<file path="src/rtl/vslc_pkg.sv">
// Shared opcode constants, FSM state encoding and byte classification for the VSLC scan sequencer.
package vslc_pkg;

  localparam logic [7:0] OP_NOP_END = 8'hFF;
  localparam logic [3:0] SPARAM_HI  = 4'hA;

  typedef enum logic [2:0] {
    IDLE,
    START,
    FETCH0,
    FETCH1,
    ISSUE0,
    ISSUE1,
    END,
    WAIT
  } state_e;

  function automatic logic is_sparam(input logic [7:0] b);
    return b[7:4] == SPARAM_HI;
  endfunction

endpackage

</file>
<file path="src/rtl/vslc_scan_sequencer_if.sv">
// Control, program-memory and executor signals of the scan sequencer.
// Memory reads hold mem_addr stable with mem_rd until mem_valid strobes.
interface vslc_scan_sequencer_if #(
  parameter int ADDR_W   = 8,
  parameter int PERIOD_W = 16
);
  logic                run;
  logic [ADDR_W-1:0]   prog_len;
  logic [PERIOD_W-1:0] scan_period;
  logic [ADDR_W-1:0]   mem_addr;
  logic                mem_rd;
  logic [7:0]          mem_data;
  logic                mem_valid;
  logic [7:0]          ui_in;
  logic [7:0]          ui_snap;
  logic [7:0]          ui_prev;
  logic [7:0]          instr;
  logic                instr_ready;
  logic                scan_start;
  logic                scan_done;
  logic                busy;
  logic                overrun;
  logic                trunc_err;

  modport master (
    input  run, prog_len, scan_period, mem_data, mem_valid, ui_in,
    output mem_addr, mem_rd, ui_snap, ui_prev, instr, instr_ready,
           scan_start, scan_done, busy, overrun, trunc_err
  );

  modport slave (
    output run, prog_len, scan_period, mem_data, mem_valid, ui_in,
    input  mem_addr, mem_rd, ui_snap, ui_prev, instr, instr_ready,
           scan_start, scan_done, busy, overrun, trunc_err
  );
endinterface

</file>
<file path="src/rtl/vslc_scan_timer.sv">
// Scan period counter: reads 0 during START, then counts up and saturates at all-ones.
// expired_o is high once the period has elapsed, or always when the period is 0 (free-run).
module vslc_scan_timer #(
  parameter int PERIOD_W = 16
) (
  input  logic                clk,
  input  logic                rst,
  input  logic                clear_i,
  input  logic [PERIOD_W-1:0] period_i,
  output logic                expired_o
);

  localparam logic [PERIOD_W-1:0] ONE = 1;

  logic [PERIOD_W-1:0] cnt_q, cnt_d;

  always_comb begin
    cnt_d = cnt_q;
    if (clear_i) begin
      cnt_d = '0;
    end else if (cnt_q != '1) begin
      cnt_d = cnt_q + ONE;
    end
  end

  always_ff @(posedge clk or posedge rst) begin
    if (rst) begin
      cnt_q <= '0;
    end else begin
      cnt_q <= cnt_d;
    end
  end

  assign expired_o = (period_i == '0) || (cnt_q >= (period_i - ONE));

endmodule

</file>
<file path="src/rtl/vslc_scan_sequencer.sv">
// Fetches program bytes and issues them to the executor once per scan, keeping sparam pairs adjacent.
// One fetch cycle per byte plus memory latency, one issue cycle per byte; memory stalls via mem_valid.
module vslc_scan_sequencer
  import vslc_pkg::*;
#(
  parameter int ADDR_W   = 8,
  parameter int PERIOD_W = 16
) (
  input  logic                  clk,
  input  logic                  rst,
  vslc_scan_sequencer_if.master bus
);

  localparam logic [ADDR_W:0]   PC_ONE   = 1;
  localparam logic [ADDR_W:0]   PC_TWO   = 2;
  localparam logic [ADDR_W-1:0] ADDR_ONE = 1;

  state_e          state_q, state_d;
  logic [ADDR_W:0] pc_q, pc_d;
  logic [7:0]      buf0_q, buf0_d, buf1_q, buf1_d;
  logic            pair_q, pair_d;
  logic [7:0]      snap_q, snap_d, prev_q, prev_d;
  logic            overrun_q, overrun_d, trunc_q, trunc_d;

  logic            mem_rd_c, instr_rdy_c, expired, timer_clr, in_scan;
  logic [7:0]      instr_c;
  logic [ADDR_W:0] len_ext;

  assign len_ext   = {1'b0, bus.prog_len};
  assign timer_clr = (state_d == START);
  assign in_scan   = state_q inside {FETCH0, FETCH1, ISSUE0, ISSUE1};

  vslc_scan_timer #(.PERIOD_W(PERIOD_W)) u_timer (
    .clk      (clk),
    .rst      (rst),
    .clear_i  (timer_clr),
    .period_i (bus.scan_period),
    .expired_o(expired)
  );

  always_comb begin
    state_d     = state_q;
    pc_d        = pc_q;
    buf0_d      = buf0_q;
    buf1_d      = buf1_q;
    pair_d      = pair_q;
    snap_d      = snap_q;
    prev_d      = prev_q;
    overrun_d   = overrun_q;
    trunc_d     = trunc_q;
    mem_rd_c    = 1'b0;
    instr_c     = OP_NOP_END;
    instr_rdy_c = 1'b0;

    case (state_q)
      IDLE: begin
        if (bus.run) begin
          state_d = START;
        end else begin
          overrun_d = 1'b0;
          trunc_d   = 1'b0;
        end
      end
      START: begin
        prev_d  = snap_q;
        snap_d  = bus.ui_in;
        pc_d    = '0;
        pair_d  = 1'b0;
        state_d = (bus.prog_len == '0) ? END : FETCH0;
      end
      FETCH0: begin
        if (!bus.run) begin
          state_d = IDLE;
        end else begin
          mem_rd_c = 1'b1;
          if (bus.mem_valid) begin
            buf0_d = bus.mem_data;
            if (bus.mem_data == OP_NOP_END || pc_q == len_ext) begin
              state_d = END;
            end else if (is_sparam(bus.mem_data)) begin
              // A sparam with no room for its parameter byte is dropped, not issued alone.
              if (pc_q + PC_ONE == len_ext) begin
                trunc_d = 1'b1;
                state_d = END;
              end else begin
                pair_d  = 1'b1;
                state_d = FETCH1;
              end
            end else begin
              state_d = ISSUE0;
            end
          end
        end
      end
      FETCH1: begin
        mem_rd_c = 1'b1;
        if (bus.mem_valid) begin
          buf1_d  = bus.mem_data;
          state_d = ISSUE0;
        end
      end
      ISSUE0: begin
        instr_c     = buf0_q;
        instr_rdy_c = 1'b1;
        if (pair_q) begin
          state_d = ISSUE1;
        end else begin
          pc_d    = pc_q + PC_ONE;
          state_d = bus.run ? FETCH0 : IDLE;
        end
      end
      ISSUE1: begin
        instr_c     = buf1_q;
        instr_rdy_c = 1'b1;
        pair_d      = 1'b0;
        pc_d        = pc_q + PC_TWO;
        state_d     = bus.run ? FETCH0 : IDLE;
      end
      END, WAIT: begin
        if (!bus.run) begin
          state_d = IDLE;
        end else if (expired) begin
          state_d = START;
        end else begin
          state_d = WAIT;
        end
      end
      default: state_d = IDLE;
    endcase

    if (in_scan && bus.scan_period != '0 && expired) begin
      overrun_d = 1'b1;
    end
  end

  always_ff @(posedge clk or posedge rst) begin
    if (rst) begin
      state_q   <= IDLE;
      pc_q      <= '0;
      buf0_q    <= OP_NOP_END;
      buf1_q    <= OP_NOP_END;
      pair_q    <= 1'b0;
      snap_q    <= '0;
      prev_q    <= '0;
      overrun_q <= 1'b0;
      trunc_q   <= 1'b0;
    end else begin
      state_q   <= state_d;
      pc_q      <= pc_d;
      buf0_q    <= buf0_d;
      buf1_q    <= buf1_d;
      pair_q    <= pair_d;
      snap_q    <= snap_d;
      prev_q    <= prev_d;
      overrun_q <= overrun_d;
      trunc_q   <= trunc_d;
    end
  end

  assign bus.mem_addr    = pc_q[ADDR_W-1:0] + ((state_q == FETCH1) ? ADDR_ONE : '0);
  assign bus.mem_rd      = mem_rd_c;
  assign bus.instr       = instr_c;
  assign bus.instr_ready = instr_rdy_c;
  assign bus.ui_snap     = snap_q;
  assign bus.ui_prev     = prev_q;
  assign bus.scan_start  = (state_q == START);
  assign bus.scan_done   = (state_q == END);
  assign bus.busy        = (state_q != IDLE);
  assign bus.overrun     = overrun_q;
  assign bus.trunc_err   = trunc_q;

endmodule

</file>
<file path="src/flat_wrapper.sv">
// flat-port wrapper written by rule: the top's interface ports become plain ports
module vslc_scan_sequencer_flat import vslc_pkg::*;
#(
  parameter int ADDR_W   = 8,
  parameter int PERIOD_W = 16
)
  (clk, rst, bus_run, bus_prog_len, bus_scan_period, bus_mem_data, bus_mem_valid, bus_ui_in, bus_mem_addr, bus_mem_rd, bus_ui_snap, bus_ui_prev, bus_instr, bus_instr_ready, bus_scan_start, bus_scan_done, bus_busy, bus_overrun, bus_trunc_err);
  vslc_scan_sequencer_if #(.ADDR_W(ADDR_W), .PERIOD_W(PERIOD_W)) bus_i ();
  input  logic clk;
  input  logic rst;
  input wire logic [$bits(bus_i.run)-1:0] bus_run;
  input wire logic [$bits(bus_i.prog_len)-1:0] bus_prog_len;
  input wire logic [$bits(bus_i.scan_period)-1:0] bus_scan_period;
  input wire logic [$bits(bus_i.mem_data)-1:0] bus_mem_data;
  input wire logic [$bits(bus_i.mem_valid)-1:0] bus_mem_valid;
  input wire logic [$bits(bus_i.ui_in)-1:0] bus_ui_in;
  output wire logic [$bits(bus_i.mem_addr)-1:0] bus_mem_addr;
  output wire logic [$bits(bus_i.mem_rd)-1:0] bus_mem_rd;
  output wire logic [$bits(bus_i.ui_snap)-1:0] bus_ui_snap;
  output wire logic [$bits(bus_i.ui_prev)-1:0] bus_ui_prev;
  output wire logic [$bits(bus_i.instr)-1:0] bus_instr;
  output wire logic [$bits(bus_i.instr_ready)-1:0] bus_instr_ready;
  output wire logic [$bits(bus_i.scan_start)-1:0] bus_scan_start;
  output wire logic [$bits(bus_i.scan_done)-1:0] bus_scan_done;
  output wire logic [$bits(bus_i.busy)-1:0] bus_busy;
  output wire logic [$bits(bus_i.overrun)-1:0] bus_overrun;
  output wire logic [$bits(bus_i.trunc_err)-1:0] bus_trunc_err;
  assign bus_i.run = bus_run;
  assign bus_i.prog_len = bus_prog_len;
  assign bus_i.scan_period = bus_scan_period;
  assign bus_i.mem_data = bus_mem_data;
  assign bus_i.mem_valid = bus_mem_valid;
  assign bus_i.ui_in = bus_ui_in;
  assign bus_mem_addr = bus_i.mem_addr;
  assign bus_mem_rd = bus_i.mem_rd;
  assign bus_ui_snap = bus_i.ui_snap;
  assign bus_ui_prev = bus_i.ui_prev;
  assign bus_instr = bus_i.instr;
  assign bus_instr_ready = bus_i.instr_ready;
  assign bus_scan_start = bus_i.scan_start;
  assign bus_scan_done = bus_i.scan_done;
  assign bus_busy = bus_i.busy;
  assign bus_overrun = bus_i.overrun;
  assign bus_trunc_err = bus_i.trunc_err;
  vslc_scan_sequencer #(.ADDR_W(ADDR_W), .PERIOD_W(PERIOD_W)) u_core (.clk(clk), .rst(rst), .bus(bus_i));
endmodule
</file>
<file path="config.mk">
export PLATFORM = sky130hd
export DESIGN_NAME = vslc_scan_sequencer_flat
export DESIGN_NICKNAME = d
export VERILOG_FILES = /design/src/rtl/vslc_pkg.sv /design/src/rtl/vslc_scan_sequencer_if.sv /design/src/rtl/vslc_scan_timer.sv /design/src/rtl/vslc_scan_sequencer.sv /design/src/flat_wrapper.sv
export SDC_FILE = /design/constraint.sdc
export NUM_CORES = 1
export LEC_CHECK = 0
export BUFFER_PORTS_ARGS = -buffer_cell sky130_fd_sc_hd__buf_2
export CAP_MARGIN = 20
export CORE_MARGIN = 2
export CORE_UTILIZATION = 45
export DETAILED_ROUTE_END_ITERATION = 8
export PLACE_DENSITY = 0.64
export SYNTH_ARGS = -nofsm -noshare
export SYNTH_HDL_FRONTEND = slang
export SYNTH_SLANG_ARGS = --single-unit
</file>
<file path="constraint.sdc">
create_clock -name clk -period 3 [get_ports clk]
set_input_delay 0.3 -clock clk [delete_from_list [all_inputs] [get_ports clk]]
set_output_delay 0.3 -clock clk [all_outputs]
set_load 0.02 [all_outputs]
</file>
==> results.toml, run 1 <==
[sta]
fmax_mhz = 346
min_period_ns = 2.89
fin_worst_skew_ns = 0.00988
setup_ws_ns = 0.113
setup_tns_ns = 0
post-route-period-util = 0.962
setup_violations = 0
slew-limit-headroom = 0.453
worstMarginPinSlew_ns = 0.820
final_max_slew_viol_count = 0
hold_violations = 0

[power_and_ir_drop]
irDropWorstVdd_uv = 519
p_sw_mw = 1.77
internal_power_mw = 2.65
seq_power_share = 0.332
clkPwrFrac = 0.205
pwr-share-comb = 0.463
swShare = 0.400
p_per_area_nw_per_um2 = 812
p_leak_nw = 2.38

[route]
num_vias = 3834
drt_iter0_drc = 259
viasPerCell = 5.47
remaining_drc_errors = 0
wl_um = 10800
ant_nets = 0
wl_per_cell_um = 15.5
dr.pass1.iters = 5

[floorplanning]
die_area_sq_um = 10400
start_util = 0.467
die_y_um = 102
io_pins = 83
die_x_um = 102
rows = 35
fp.coreArea_sq_um = 9280

[logic_synthesis]
synthCells = 453
synth_top_family_by_area = "simple AND/OR/NAND/NOR gates"
ys_async_sr_fraction = 1.00
synthFlopType = "dfrtp_1"
synthesis.nets = 519
yosysWarnings = 0
synth-simple-area-share = 0.173
synth_xor_xnor_area_share = 0.0829
synth_edf_count = 0
yosysUniqueCellTypes = 58
muxShareOfSynthArea = 0.109
synth_compound_area_frac = 0.170
synth.cell_area_sq_um = 4330
avgSynthCellArea_sq_um = 9.56
synth_fa_ha_area_frac = 0.0635
ys_seq_elements = 63
yosysSeqAreaShare = 0.368

[critical_path]
cp.arrival_ns = 3.14
reg2reg_depth = 7
reg2reg_to = "u_core.u_timer.cnt_q[4]"
worstSetupPathType = "primary input to flip-flop"
cp_data_required_time_ns = 3.25
reg2reg_setup_slack_ns = 0.39
crit_path_start_kind = "primary input"
cp_max_fo = 6
cp-end-kind = "flip-flop"
reg2reg_from = "u_core.pc_q[1]"

[cts]
insertion_delay_ns = 0.34
cts_made_buffers = 9
cts_root_buf = "clkbuf_8"
cts_buffer_depth = 2
path_clk_slew_ns = 0.07
cts_tree = "yes"
cts_sinks = 63
htreeDepth = 3

[status]
outcome = "finished, final reports clean"

[cells_and_area]
drive_gt1_frac = 0.381
num-nets-final = 633
antennaDiodeCount = 0
area_growth_syn_to_layout_pct = 25.7

[global_route]
grt_max_degree = 64
antenna_found_initial = 0
grt.overflow.total = 0
grt_use_total = 0.220
grt_pass1_wl_um = 18100
first_global_vias = 3735

[place]
portBuffers = 82
routabilityCongestion = 0.879
dp.final_hpwl_um = 8050
post-place-ws_ns = -0.301

[flow_run]
maxCapViolations = 0

[hold_path]
hp-class = "primary input to async pin"
-- critical path, stage by stage --
cell      delay (ns)
buf_2           0.12
nor4_4          0.31
nand2_1         0.14
nor2_2          0.15
nand2_2         0.10
nor4_4          0.24
xnor2_1         0.11
ha_1            0.32
a21oi_2         0.14
o21ai_2         0.07
a2111o_1        0.41
a211oi_2        0.24
nor3_4          0.12
buf_4           0.17
a31oi_2         0.17
-- worst max path at each step --
stage                                           to               start
after CTS                  u_core.u_timer.cnt_q[8]  bus_scan_period[4]
after floorplan           u_core.u_timer.cnt_q[10]  bus_scan_period[4]
final                      u_core.u_timer.cnt_q[8]  bus_scan_period[7]
after global routing      u_core.u_timer.cnt_q[15]  bus_scan_period[7]
after global placement     u_core.u_timer.cnt_q[3]  bus_scan_period[4]
after detailed placement   u_core.u_timer.cnt_q[1]  bus_scan_period[4]
-- metrics by stage --
step | cell area, sq um | instances | power (mW) | utilization | hold slack [ns]
4_1_cts | 5380 | 699 | 4.42 | 0.580 | 0.174
6_report | 5450 | 701 | 4.43 | 0.587 | 0.182
3_5_place_dp | 5140 | 683 | 3.50 | 0.553 | 0.492
3_3_place_gp | 5140 | 683 | 3.45 | 0.553 | 0.486
2_1_floorplan | 4350 | 453 | 2.85 | - | 0.451
5_1_grt | 5450 | 701 | 4.73 | 0.587 | 0.171
-- cell usage in the layout (no fill, tap or decap), drive strengths merged, types with 13 or more instances in the layout --
master	n
dfstp	16
mux2	32
ha	22
nand2	42
a21oi	21
buf	125
xor2	17
nand3	20
dfrtp	47
a31oi	20
xnor2	24
nor2	30
o21ai	22
inv	13
-- per-layer routing --
| layer | global-route usage | part of all wire | vias to the layer above |
|---|---|---|---|
| met3 | 0.0534 | 0.074 | 11 |
| li1 | - | - | 1890 |
| met1 | 0.321 | 0.46 | 1786 |
| met5 | 0 | 0 | - |
| met2 | 0.325 | 0.45 | 147 |
| met4 | 0.0677 | 0.011 | 0 |
-- cells by family after synthesis --
family	count (synthesis)
fa+ha+maj	22
flops	63
simple gates	149
mux	43
compound gates	100
buf+inv	35
xor+xnor	41
-- what timing repair did --
item / CTS / global route
resized for setup: 0 / 11
hold buffers: 0 / 0
setup endpoints to repair: 0 / 17
setup buffers: 0 / 2
-- power by group through the flow --
stage          clock [mW]  combinational [mW]  sequential, mW
2_1_floorplan           0                1.31            1.53
3_3_place_gp            0                1.99            1.46
4_1_cts             0.924                2.03            1.47
5_1_grt             0.969                2.25            1.52
3_5_place_dp            0                2.02            1.48
6_report            0.906                2.05            1.47
-- synthesized netlist by cell type, drive strengths merged, types with 3 or more instances --
| library cell | number | area, sq um |
|---|---|---|
| o21ai | 22 | 110 |
| clkbuf | 16 | 60.1 |
| dfstp | 16 | 420 |
| nor4 | 6 | 37.5 |
| nand2 | 42 | 158 |
| a2bb2oi | 3 | 43.8 |
| xor2 | 17 | 149 |
| mux2 | 32 | 360 |
| a211oi | 7 | 65.1 |
| a31oi | 20 | 181 |
| xnor2 | 24 | 210 |
| nand3 | 20 | 100 |
| nor2b | 5 | 31.3 |
| or3 | 3 | 18.8 |
| nor3b | 3 | 22.5 |
| nand4 | 8 | 50.1 |
| mux2i | 11 | 110 |
| ha | 22 | 275 |
| or4 | 4 | 33.8 |
| o21a | 4 | 30.0 |
| o31ai | 5 | 37.5 |
| and3 | 5 | 36.3 |
| nor2 | 30 | 115 |
| dfrtp | 47 | 1180 |
| buf | 6 | 40.0 |
| nor3 | 11 | 60.1 |
| inv | 13 | 48.8 |
| nand2b | 4 | 25.0 |
| a21oi | 21 | 105 |
-- flip-flops by register name, indices dropped and copies added, names as in the netlist --
name and count:
u_core.bus.ui_prev 8, u_core.state_q 3, u_core.pc_q 9, u_core.buf0_q 8, u_core.bus.ui_snap 8, u_core.bus.overrun 1, u_core.u_timer.cnt_q 16, u_core.pair_q 1
u_core.bus.trunc_err 1, u_core.buf1_q 8
-- layout make-up --
type / count / area [sq um]
fill: 852 / 3840
multi-input combinational: 355 / 2650
sequential: 63 / 1600
timing repair buffer: 125 / 749
tap: 129 / 161
clock buffer: 9 / 124
clock inverter: 7 / 121
inverter: 13 / 48.8
(Power assumes the default switching activity.)
==> run 2, diff against run 1 <==
- BUFFER_PORTS_ARGS: -buffer_cell sky130_fd_sc_hd__buf_2 -> unset
- DONT_BUFFER_PORTS: unset -> 1
- PLACE_DENSITY: 0.64 -> 0.57
==> run 2 against run 1 <==
Effect of this change: cell area down 10%; critical path type is now flip-flop to primary output; core utilization shrank 6.0 points; combinational power decreased by 19%; global-route usage shrank 0.89 points; sequential share of layout area increased by 3.3 points; highest routed layer unchanged.
==> results.toml, run 2 (synthesis gave the netlist of run 1 again) <==
[sta]
fin_worst_skew_ns = 0.0124
worstMarginPinSlew_ns = 1.18
final_max_slew_viol_count = 0
hold_violations = 0
holdWs_ns = 0.103
fmax_mhz = 371
post-route-period-util = 0.898
slew-limit-headroom = 0.215
setup_violations = 0
setup_tns_ns = 0
grt_setup_unrepaired = "false"
min_period_ns = 2.69

[place]
dp.final_hpwl_um = 7920
routabilityCongestion = 0.862
portBuffers = 0

[cells_and_area]
area_growth_syn_to_layout_pct = 12.9
largest_reg_flops = 16
drive_gt1_frac = 0.244
largest-register = "u_core.u_timer.cnt_q"
layout_commonest_cell = "dfrtp_1"
layout_common_cells = "47 x dfrtp_1, 42 x nand2_1, 32 x mux2_2"
largest_registers = "u_core.u_timer.cnt_q (16), u_core.pc_q (9)"
final_util = 0.527
antennaDiodeCount = 0
num-nets-final = 536

[route]
wl_per_cell_um = 17.4
num_vias = 3520
remaining_drc_errors = 0
dr.pass1.iters = 5
wl_um = 10500
ant_nets = 0
viasPerCell = 5.83
drt_iter0_drc = 260

[power_and_ir_drop]
p_leak_nw = 1.96
total_power_mw = 4.14
irDropWorstVdd_uv = 489
p_per_area_nw_per_um2 = 847

[floorplanning]
die_x_um = 102
io_pins = 83
die_y_um = 102
fp.coreArea_sq_um = 9280
die_area_sq_um = 10400
rows = 35
start_util = 0.467

[hold_path]
hp-class = "primary input to flip-flop"

[global_route]
grt_use_total = 0.211
first_global_vias = 3433
grt_max_degree = 35
antenna_found_initial = 0
grt_pass1_wl_um = 17000
grt.overflow.total = 0

[cts]
cts_buffer_depth = 2
cts_tree = "yes"
insertion_delay_ns = 0.34
cts_made_buffers = 9
cts_root_buf = "clkbuf_8"
htreeDepth = 3
post_cts_buffers = 0
cts_sinks = 63
path_clk_slew_ns = 0.08

[critical_path]
cpPeakStageDelay_ns = 0.47
worstSetupPathType = "flip-flop to primary output"
cp_common_cell = "ha_1"
cp_max_fo = 7
cp_slowest_cell = "dfrtp_1"
cp_data_required_time_ns = 2.70
crit_path_start_kind = "flip-flop"
cp.arrival_ns = 2.39
crit_buf_inv = 0
reg2reg_setup_slack_ns = 0.31
path_delay_family = "simple AND/OR/NAND/NOR gates"
path_cells = "nor2b_1, and2_1, ha_1, ha_1, nand3_1, nor2_1, xnor2_1"
cp-end-kind = "primary output"

[flow_run]
maxCapViolations = 0

[status]
outcome = "finished, final reports clean"
==> run 2: changes by cell type in the layout (fill, tap and decap cells not counted), sizes merged <==
cell / change
buf: -98
bufinv: -1
clkbuf: +1
clkinv: -1
clkinvlp: +1
dlygate4sd3: +1
==> run 2: what timing repair did <==
action                                  in CTS  in global routing
endpoints found under the setup margin       0                 14
resized for setup                            0                  2
endpoints found under the hold margin       29                  0
hold buffers                                 1                  0
==> run 2: area by class of cell <==
| class | count | area (sq um) |
|---|---|---|
| clock inverters | 6 | 93.8 |
| multi-input cells | 355 | 2610 |
| well taps | 129 | 161 |
| fillers | 863 | 4390 |
| inverters | 13 | 48.8 |
| clock buffers | 10 | 138 |
| flip-flops and latches | 63 | 1600 |
| repair buffers | 28 | 238 |
==> run 2: where the power goes <==
part | total (mW) | switching (mW) | internal [mW]
combinational | 1.66 | 0.941 | 0.720
sequential | 1.63 | 0.406 | 1.22
clock | 0.851 | 0.356 | 0.495
==> run 2: metal layers <==
layer / global-route usage / wire [um]
met1: 0.309 / 5020
met2: 0.316 / 4660
met3: 0.0520 / 735
met4: 0.0513 / 63
met5: 0 / 0
==> run 2: through the flow <==
step / setup WS (ns) / cells / instance area, sq um
after floorplan: 0.0120 / 453 / 4350
after global placement: -0.0454 / 587 / 4640
after detailed placement: -0.115 / 587 / 4640
after CTS: 0.213 / 604 / 4880
after global routing: 0.0281 / 604 / 4890
final: 0.306 / 604 / 4890
==> run 2: final timing paths <==
path	startpoint	endpoint	cells after the start
worst max-delay path	u_core.state_q[2]	bus_mem_addr[6]	7
max in group asynchronous	rst	u_core.buf0_q[3]	3
worst min register to register	u_core.buf0_q[6]	u_core.buf0_q[6]	1
worst max register to register	u_core.pc_q[0]	u_core.u_timer.cnt_q[5]	7
worst min-delay path	bus_mem_data[2]	u_core.buf1_q[2]	1
min in group asynchronous	rst	u_core.bus.ui_prev[6]	2
==> run 3, diff against run 2 <==
- CELL_PAD_IN_SITES_DETAIL_PLACEMENT: unset -> 1
- CELL_PAD_IN_SITES_GLOBAL_PLACEMENT: unset -> 1
- CORE_UTILIZATION: 45 -> 49
- PLACE_DENSITY: 0.57 -> 0.77
==> run 3 against run 2 <==
Effect of this change: die area down 7.8%; maximum frequency down 4.3%; highest routed layer unchanged; clock power up 11%; first-iteration DRC count decreased by 37%; clock-buffer cell count did not move; combinational power is 5% higher; critical endpoint is now u_core.u_timer.cnt_q[5].
==> results.toml, run 3 (synthesis gave the netlist of run 1 again) <==
[route]
wl_um = 11900
drt_iter0_drc = 165
viasPerCell = 6.20
wl_per_cell_um = 20.1
dr.pass1.iters = 4
num_vias = 3676
ant_nets = 0
remaining_drc_errors = 0

[global_route]
grt.overflow.total = 0
grt_max_degree = 34
first_global_vias = 3752
grt_pass1_wl_um = 19400
grt_use_total = 0.251
antenna_found_initial = 0

[cts]
path_clk_slew_ns = 0.08
cts_root_buf = "clkbuf_8"
cts_made_buffers = 9
cts_buffer_depth = 2
htreeDepth = 3
cts_sinks = 63
cts_tree = "yes"
insertion_delay_ns = 0.35

[critical_path]
cp.arrival_ns = 3.06
reg2reg_setup_slack_ns = 0.18
cp.depth = 7
crit_path_end = "u_core.u_timer.cnt_q[5]"
reg2reg_from = "u_core.pc_q[0]"
crit_buf_inv = 0
worstSetupPathType = "flip-flop to flip-flop"
cp_slowest_cell = "dfrtp_1"
cp-end-kind = "flip-flop"
path_cells = "ha_1, nand3_1, o21a_1, or4_1, a31oi_1, a2bb2oi_4, a311oi_1"
cpPeakStageDelay_ns = 0.59
crit_path_start_kind = "flip-flop"
path_delay_family = "compound AO/OA/AOI/OAI gates"
reg2reg_depth = 7
cp_data_required_time_ns = 3.25
crit_start = "u_core.pc_q[0]"
reg2reg_to = "u_core.u_timer.cnt_q[5]"
cp_max_fo = 17

[cells_and_area]
stdcell_area_sq_um = 5010
layout_common_cells = "47 x dfrtp_1, 41 x nand2_1, 34 x buf_4"
finalNonFillerCells = 593
largest_reg_flops = 16
area_growth_syn_to_layout_pct = 15.7
ff_latch_area_sq_um = 1600
antennaDiodeCount = 0
num-nets-final = 546
drive_gt1_frac = 0.274
largest_registers = "u_core.u_timer.cnt_q (16), u_core.pc_q (9)"
final_util = 0.581
fillers = 968
multiInputGateArea_sq_um = 2670
largest-register = "u_core.u_timer.cnt_q"
layout_commonest_cell = "dfrtp_1"

[sta]
hold_violations = 0
worstMarginPinSlew_ns = 0.798
final_max_slew_viol_count = 0
slew-limit-headroom = 0.465
fin_worst_skew_ns = 0.0123
setup_violations = 0
post-route-period-util = 0.939
min_period_ns = 2.82
fmax_mhz = 355

[power_and_ir_drop]
swShare = 0.410
internal_power_mw = 2.55
seq_power_share = 0.375
irDropWorstVdd_uv = 539
p_per_area_nw_per_um2 = 861
clkPwrFrac = 0.219
pwr-share-comb = 0.406
total_power_mw = 4.31
p_leak_nw = 2.02
p_sw_mw = 1.77

[place]
routabilityCongestion = 0.876
dpl_cell_area_sq_um = 4660
dp.final_hpwl_um = 8730
portBuffers = 0
numPlacedInstances = 573

[hold_path]
hp-class = "primary input to flip-flop"

[floorplanning]
die_area_sq_um = 9610
rows = 34
start_util = 0.502
die_x_um = 98.0
io_pins = 83
fp.coreArea_sq_um = 8640
die_y_um = 98.0

[flow_run]
maxCapViolations = 0

[status]
outcome = "finished, final reports clean"
==> run 3: cell count changes in the layout (fill, tap and decap cells not counted), sizes merged <==
cell,delta
clkinvlp,-1
nor3,+1
inv,+1
clkinv,-1
buf,+9
bufinv,+1
==> run 3: how the worst min path moves through the flow <==
stage / startpoint / end / slack (ns) / depth (start not counted)
floorplan: bus_mem_data[0] / u_core.buf1_q[0] / 0.45 / 1
global placement: rst / u_core.bus.ui_snap[1] / 0.32 / 1
detailed placement: rst / u_core.bus.ui_prev[1] / 0.33 / 1
CTS: bus_mem_data[5] / u_core.buf0_q[5] / 0.08 / 1
global route: bus_mem_data[5] / u_core.buf0_q[5] / 0.08 / 1
finish: bus_mem_data[6] / u_core.buf1_q[6] / 0.09 / 1
==> run 3: power by group through the flow <==
stage / registers [mW] / clock network [mW] / logic [mW]
floorplan: 1.53 / 0 / 1.31
global placement: 1.61 / 0 / 1.63
detailed placement: 1.63 / 0 / 1.69
CTS: 1.62 / 0.965 / 1.73
global route: 1.67 / 0.998 / 1.91
finish: 1.62 / 0.946 / 1.75
==> run 3: through the flow <==
stage	hold WS (ns)	TNS, ns	setup slack (ns)
final	0.0934	0	0.184
after detailed placement	0.329	-9.54	-0.633
after global routing	0.0756	-0.0412	-0.0351
after CTS	0.0781	-0.00678	-0.00678
after global placement	0.317	-6.22	-0.429
after floorplan	0.451	0	0.0120
==> run 3: worst reg2reg max path, stage by stage (launching register included) <==
cell,delay (ns)
dfrtp_1,0.59
ha_1,0.38
nand3_1,0.16
o21a_1,0.22
or4_1,0.52
a31oi_1,0.34
a2bb2oi_4,0.23
a311oi_1,0.27
==> run 3: layout make-up <==
cell class | count | share of cell area
timing repair buffer | 37 | 0.0609
inverter | 13 | 0.00973
clock buffer | 10 | 0.0275
tap | 108 | 0.0270
clock inverter | 6 | 0.0232
multi-input combinational | 356 | 0.533
sequential | 63 | 0.318
==> run 3: timing repair <==
action | 4_1_cts | 5_1_grt
gates cloned | 0 | 1
pin swaps | 1 | 6
resized for setup | 2 | 11
buffers inserted | 0 | 2
hold buffers | 1 | 0
hold endpoints to repair | 25 | 0
endpoints found under the setup margin | 17 | 18
==> run 3: per-layer routing <==
metal  global-route usage  wire, um  vias up
li1                     -         -     1719
met3               0.0608       719       19
met1                0.337      5330     1837
met2                0.399      5670      101
met5                    0         0        -
met4               0.0844       195        0
